===== config.mk =====
export PLATFORM = sky130hd
export DESIGN_NAME = lif_scheduler
export DESIGN_NICKNAME = d
export VERILOG_FILES = /design/src/rtl/lif_pkg.sv /design/src/rtl/lif_update.sv /design/src/rtl/lif_scheduler.sv
export SDC_FILE = /design/constraint.sdc
export NUM_CORES = 1
export LEC_CHECK = 0
export BUFFER_PORTS_ARGS = -buffer_cell sky130_fd_sc_hd__buf_2
export CORE_ASPECT_RATIO = 1.75
export CORE_MARGIN = 1
export CORE_UTILIZATION = 55
export CTS_CLUSTER_DIAMETER = 30
export DETAILED_ROUTE_END_ITERATION = 10
export GPL_ROUTABILITY_DRIVEN = 0
export GPL_TIMING_DRIVEN = 0
export PLACE_DENSITY = 0.7
export SLEW_MARGIN = 20
export SYNTH_ARGS = -nofsm -noshare
export SYNTH_HDL_FRONTEND = slang
export SYNTH_HIERARCHICAL = 1
export SYNTH_SLANG_ARGS = --single-unit

===== constraint.sdc =====
create_clock -name clk -period 5.85 [get_ports clk]
set_clock_uncertainty 0.05 [all_clocks]
set_input_delay 0.2925 -clock clk [delete_from_list [all_inputs] [get_ports clk]]
set_output_delay 0.2925 -clock clk [all_outputs]
set_load 0.05 [all_outputs]

===== src/rtl/lif_pkg.sv =====
// ----------------------------------------------------------------------------
// lif_pkg
// Shared definitions for the time-multiplexed leaky integrate-and-fire block:
// default widths/threshold, the scheduler FSM state type and a saturating
// adder used by the update datapath.
// No ports (package).
// ----------------------------------------------------------------------------
package lif_pkg;

   localparam int WIDTH_DEFAULT  = 8;
   localparam int THRESH_DEFAULT = 200;

   // Scheduler sequencing: waiting for a tick, updating one neuron per cycle,
   // or holding a spike event until downstream takes it.
   typedef enum logic [1:0] {
      IDLE   = 2'd0,
      UPDATE = 2'd1,
      EMIT   = 2'd2
   } fsmState_e;

   // Adds two unsigned values and clamps the result to the largest value that
   // fits in 'width' bits. The extra carry bit makes overflow visible so the
   // membrane potential pins at full scale instead of wrapping to a small value.
   function automatic logic [31:0] satAdd(input logic [31:0] a,
                                          input logic [31:0] b,
                                          input int unsigned width);
      logic [32:0] sum;
      logic [32:0] maxVal;
      sum    = {1'b0, a} + {1'b0, b};
      maxVal = (33'd1 << width) - 33'd1;
      return (sum > maxVal) ? maxVal[31:0] : sum[31:0];
   endfunction

endpackage


===== src/rtl/lif_update.sv =====
// ----------------------------------------------------------------------------
// lif_update
// Purely combinational single-neuron LIF step: leaks the membrane state by a
// right shift, adds the pending input current with saturation, and compares
// against the threshold.
// Ports:
//   cur_i        pending input current of the neuron being updated
//   state_i      current membrane state of that neuron
//   thr_i        firing threshold
//   nextState_o  state to store back (zero when the neuron fires)
//   fire_o       high when the saturated sum reaches the threshold
// ----------------------------------------------------------------------------
module lif_update
   import lif_pkg::*;
#(
   parameter int WIDTH      = WIDTH_DEFAULT,
   parameter int LEAK_SHIFT = 1
) (
   input  logic [WIDTH-1:0] cur_i,
   input  logic [WIDTH-1:0] state_i,
   input  logic [WIDTH-1:0] thr_i,
   output logic [WIDTH-1:0] nextState_o,
   output logic             fire_o
);

   logic [WIDTH-1:0] leaked;
   logic [WIDTH-1:0] sum;

   // Leak, integrate, compare. A firing neuron resets to zero, so the value
   // written back is chosen here rather than in the scheduler.
   always_comb begin
      leaked      = state_i >> LEAK_SHIFT;
      sum         = WIDTH'(satAdd(32'(cur_i), 32'(leaked), WIDTH));
      fire_o      = (sum >= thr_i);
      nextState_o = fire_o ? '0 : sum;
   end

endmodule


===== src/rtl/lif_scheduler.sv =====
// ----------------------------------------------------------------------------
// lif_scheduler
// Shares one lif_update datapath across N_NEURONS neurons. Each tick starts a
// sweep that updates neurons 0..N_NEURONS-1 in order, one per cycle; a firing
// neuron pauses the sweep until its spike event is accepted downstream.
// Ports:
//   clk, reset_n        clock, synchronous active-low reset
//   tick_i              starts one sweep when idle
//   busy_o              high while a sweep is in progress
//   cur_we_i/addr/data  overwrite pending input current of one neuron
//   thr_we_i/thr_data_i load a new firing threshold
//   spk_valid_o/ready_i spike event handshake
//   spk_id_o            id of the spiking neuron
//   st_rd_addr_i/data_o combinational debug read of membrane state
//   overrun_o           sticky flag: tick seen while busy
// ----------------------------------------------------------------------------
module lif_scheduler
   import lif_pkg::*;
#(
   parameter  int N_NEURONS  = 4,
   parameter  int WIDTH      = WIDTH_DEFAULT,
   parameter  int THRESH_RST = THRESH_DEFAULT,
   parameter  int LEAK_SHIFT = 1,
   localparam int AW         = $clog2(N_NEURONS)
) (
   input  logic             clk,
   input  logic             reset_n,
   input  logic             tick_i,
   output logic             busy_o,
   input  logic             cur_we_i,
   input  logic [AW-1:0]    cur_addr_i,
   input  logic [WIDTH-1:0] cur_data_i,
   input  logic             thr_we_i,
   input  logic [WIDTH-1:0] thr_data_i,
   output logic             spk_valid_o,
   input  logic             spk_ready_i,
   output logic [AW-1:0]    spk_id_o,
   input  logic [AW-1:0]    st_rd_addr_i,
   output logic [WIDTH-1:0] st_rd_data_o,
   output logic             overrun_o
);

   fsmState_e        fsm_q, fsm_d;
   logic [AW-1:0]    idx_q, idx_d;
   logic             busy_q, busy_d;
   logic             spkValid_q, spkValid_d;
   logic [AW-1:0]    spkId_q, spkId_d;
   logic             overrun_q, overrun_d;
   logic [WIDTH-1:0] thr_q, thr_d;
   logic [WIDTH-1:0] state_q [N_NEURONS];
   logic [WIDTH-1:0] state_d [N_NEURONS];
   logic [WIDTH-1:0] cur_q [N_NEURONS];
   logic [WIDTH-1:0] cur_d [N_NEURONS];

   logic [WIDTH-1:0] updNext;
   logic             updFire;
   logic             lastIdx;

   assign lastIdx = (idx_q == AW'(N_NEURONS - 1));

   // The single shared datapath always looks at the neuron under the sweep
   // index; its result is only used while in UPDATE.
   lif_update #(
      .WIDTH      (WIDTH),
      .LEAK_SHIFT (LEAK_SHIFT)
   ) u_update (
      .cur_i       (cur_q[idx_q]),
      .state_i     (state_q[idx_q]),
      .thr_i       (thr_q),
      .nextState_o (updNext),
      .fire_o      (updFire)
   );

   // State register for the sequencer plus the per-neuron storage. Reset
   // clears everything at once, so a sweep or pending spike is simply
   // abandoned.
   always_ff @(posedge clk) begin
      if (!reset_n) begin
         fsm_q      <= IDLE;
         idx_q      <= '0;
         busy_q     <= 1'b0;
         spkValid_q <= 1'b0;
         spkId_q    <= '0;
         overrun_q  <= 1'b0;
         thr_q      <= WIDTH'(THRESH_RST);
         for (int i = 0; i < N_NEURONS; i++) begin
            state_q[i] <= '0;
            cur_q[i]   <= '0;
         end
      end else begin
         fsm_q      <= fsm_d;
         idx_q      <= idx_d;
         busy_q     <= busy_d;
         spkValid_q <= spkValid_d;
         spkId_q    <= spkId_d;
         overrun_q  <= overrun_d;
         thr_q      <= thr_d;
         for (int i = 0; i < N_NEURONS; i++) begin
            state_q[i] <= state_d[i];
            cur_q[i]   <= cur_d[i];
         end
      end
   end

   // Sequencer next-state logic. A firing neuron leaves the index where it is
   // so EMIT knows whether the spike came from the last neuron; the index
   // only advances once the event has been handed off.
   always_comb begin
      fsm_d      = fsm_q;
      idx_d      = idx_q;
      busy_d     = busy_q;
      spkValid_d = spkValid_q;
      spkId_d    = spkId_q;
      overrun_d  = overrun_q;
      unique case (fsm_q)
         IDLE: begin
            if (tick_i) begin
               fsm_d  = UPDATE;
               idx_d  = '0;
               busy_d = 1'b1;
            end
         end
         UPDATE: begin
            if (updFire) begin
               spkValid_d = 1'b1;
               spkId_d    = idx_q;
               fsm_d      = EMIT;
            end else if (lastIdx) begin
               fsm_d  = IDLE;
               busy_d = 1'b0;
               idx_d  = '0;
            end else begin
               idx_d = idx_q + AW'(1);
            end
         end
         EMIT: begin
            if (spkValid_q && spk_ready_i) begin
               spkValid_d = 1'b0;
               if (lastIdx) begin
                  fsm_d  = IDLE;
                  busy_d = 1'b0;
                  idx_d  = '0;
               end else begin
                  fsm_d = UPDATE;
                  idx_d = idx_q + AW'(1);
               end
            end
         end
         default: begin
            fsm_d      = IDLE;
            busy_d     = 1'b0;
            spkValid_d = 1'b0;
         end
      endcase
      if (tick_i && busy_q) begin
         overrun_d = 1'b1;
      end
   end

   // Per-neuron storage updates. The update clear of the current comes first
   // so that a host write to the same neuron in the same cycle overrides it
   // and the new current is kept for the next sweep.
   always_comb begin
      for (int i = 0; i < N_NEURONS; i++) begin
         state_d[i] = state_q[i];
         cur_d[i]   = cur_q[i];
      end
      if (fsm_q == UPDATE) begin
         state_d[idx_q] = updNext;
         cur_d[idx_q]   = '0;
      end
      if (cur_we_i) begin
         cur_d[cur_addr_i] = cur_data_i;
      end
      thr_d = thr_we_i ? thr_data_i : thr_q;
   end

   // Outputs come straight from registers, except the debug read port which
   // is a plain combinational mux over the state array.
   always_comb begin
      busy_o       = busy_q;
      spk_valid_o  = spkValid_q;
      spk_id_o     = spkId_q;
      overrun_o    = overrun_q;
      st_rd_data_o = state_q[st_rd_addr_i];
   end

endmodule

==> results.py <==
metrics = {
    "pwr": {
        "power.density_mw_per_mm2": 281,
        "p_sw_uw": 433,
        "p_int_uw": 1020,
        "p_leak_uw": 0.00206,
        "sw_frac_of_total_pct": 29.8,
        "clock_power_share_pct": 36.3,
        "peakVddDrop_mv": 0.289,
        "comb_power_share_pct": 21.8,
        "p_seq_share_pct": 41.8,
    },
    "grt": {
        "grt_pass1_vias": 3813,
        "grt_use_total_pct": 28.8,
        "grt_max_degree": 17,
        "antenna_found_initial": 0,
        "grt_pass1_wl_um": 18600,
        "overflow": 0,
    },
    "floorplanning": {
        "die_height_um": 123,
        "rows": 43,
        "core_area_mm2": 0.00802,
        "fp.dieArea_mm2": 0.00877,
        "fp.dieW_um": 71.2,
        "start_util_pct": 57.5,
        "io_pins": 39,
    },
    "cts": {
        "clkTransAtPathRegs_ps": 60,
        "cts_max_path_buffers": 2,
        "cts_tree": "yes",
        "clock_sinks": 83,
        "h-tree-depth": 3,
        "cts_hold_buf": 0,
        "cts_buffers": 9,
        "clkLatencyLatePin_ps": 340,
        "cts-root-buf": "clkbuf_16",
        "cts_post_setup_buffers_inserted": 0,
        "cts_resized": 0,
    },
    "timing": {
        "holdWs_ps": 122,
        "hold_viol_final": 0,
        "worst_slew_pin_slew_ps": 783,
        "finalMaxSlewViolations": 0,
        "period_needed_ps": 5100,
        "fin_setup_tns_ps": 0,
        "slew-limit-headroom_pct": 47.8,
        "layout_worst_path_cycle_share_pct": 87.2,
        "fmax_mhz": 196,
        "setup_viol": 0,
        "rsz0062_at_grt": "no",
        "fin_ws_ps": 748,
    },
    "final_layout": {
        "n_antenna_cell": 0,
        "layout_commonest_cell": "nand2_1",
        "final_util_pct": 64.4,
        "area_delta_synth_final_pct": 11.9,
        "layout_common_cells": "nand2_1 (105), dfxtp_1 (83), a21boi_0 (52)",
        "final_cell_area_mm2": 0.00516,
        "fin_nets": 584,
        "drive_gt1_share_pct": 19.2,
    },
    "place": {
        "portBuffers": 31,
        "place_area_mm2": 0.00489,
        "pre_cts_slack_ps": 769,
        "hpwl_um": 8470,
    },
    "worst_hold_path": {
        "min-delay-path-class": "input pin to flop",
    },
    "status": {
        "violations": "DRC",
        "status": "finished, violations left",
    },
    "detailed_routing": {
        "ant_nets": 0,
        "vias": 3714,
        "post_drt_via_cell_ratio": 5.92,
        "wl_per_cell_um": 18.7,
        "dr.pass1.iters": 8,
        "routed_wirelength_um": 11700,
        "drt_drc_violations_left": 2,
        "drt_iter0_markers": 191,
    },
    "logic_synthesis": {
        "yosys_warnings": 6,
        "avgSynthCellArea_um2": 9.41,
        "synth_area_mm2": 0.00461,
        "synth_nets": 542,
        "netlist_instances": 490,
    },
    "setup_path": {
        "crit_fanout": 16,
        "path_class": "flop to flop",
        "arrival_ps": 5320,
        "critPathCaptureType": "flop",
        "setup.worst_path.start_class": "flop",
        "required_ps": 6060,
    },
    "job": {
        "max-cap-violations": 0,
    },
}
[layout make-up]
cell class / count / area, µm²
fillers: 721 / 2850
multi-input cells: 363 / 2730
flip-flops and latches: 83 / 1660
clock buffers: 14 / 264
plain buffers: 32 / 180
repair buffers: 31 / 155
well taps: 90 / 113
inverters: 12 / 45.0
clock inverters: 2 / 10.0
[routing by layer]
layer / GRT usage [%] / wire, µm / up-vias
met3: 5.05 / 582 / 29
met4: 17.4 / 420 / 0
met2: 53.5 / 6360 / 91
met5: 0 / 0 / -
met1: 29.5 / 4370 / 1795
li1: - / - / 1799
[flip-flops by register name, summed over array words and instances (netlist names), named ones only]
signal / flops
thr_q: 8
spk_valid_o: 1
state_q: 32
spk_id_o: 2
idx_q: 2
cur_q: 32
busy_o: 1
fsm_q: 2
overrun_o: 1
[path summary, 6_finish.rpt]
kind         slack, ps                        from                         end  cells past startpoint
min                120               thr_data_i[7]       thr_q[7]$_SDFFE_PN1P_                      3
max                750                        flop  state_q[3][7]$_SDFFE_PN0P_                     17
min reg2reg        420  state_q[2][0]$_SDFFE_PN0P_  state_q[2][0]$_SDFFE_PN0P_                      2
max reg2reg        750                        flop  state_q[3][7]$_SDFFE_PN0P_                     17
[stage by stage]
step	total power [µW]	std cells
2_1_floorplan	843	490
3_3_place_gp	927	611
3_5_place_dp	936	611
4_1_cts	1460	627
5_1_grt	1510	627
6_report	1450	627
[critical path, cell delays in order (launching register included)]
cell and delay [ps]:
dfxtp_1 310, buf_2 250, buf_2 330, mux4_2 370, ha_1 250, fa_1 470
a21o_1 230, a221oi_2 370, o21ai_2 160, nor2_1 210, ha_1 270, nand2b_1 140
a21o_1 170, a211oi_1 360, o31ai_4 240, a211oi_1 540, nand3_1 110, a21boi_0 170
[power by group through the flow]
| stage | Combinational [µW] | Clock [µW] | Sequential (µW) |
|---|---|---|---|
| 2_1_floorplan | 214 | 0 | 629 |
| 3_3_place_gp | 308 | 0 | 619 |
| 3_5_place_dp | 316 | 0 | 620 |
| 4_1_cts | 318 | 536 | 607 |
| 5_1_grt | 344 | 560 | 610 |
| 6_report | 317 | 527 | 608 |
(Power assumes the default switching activity.)
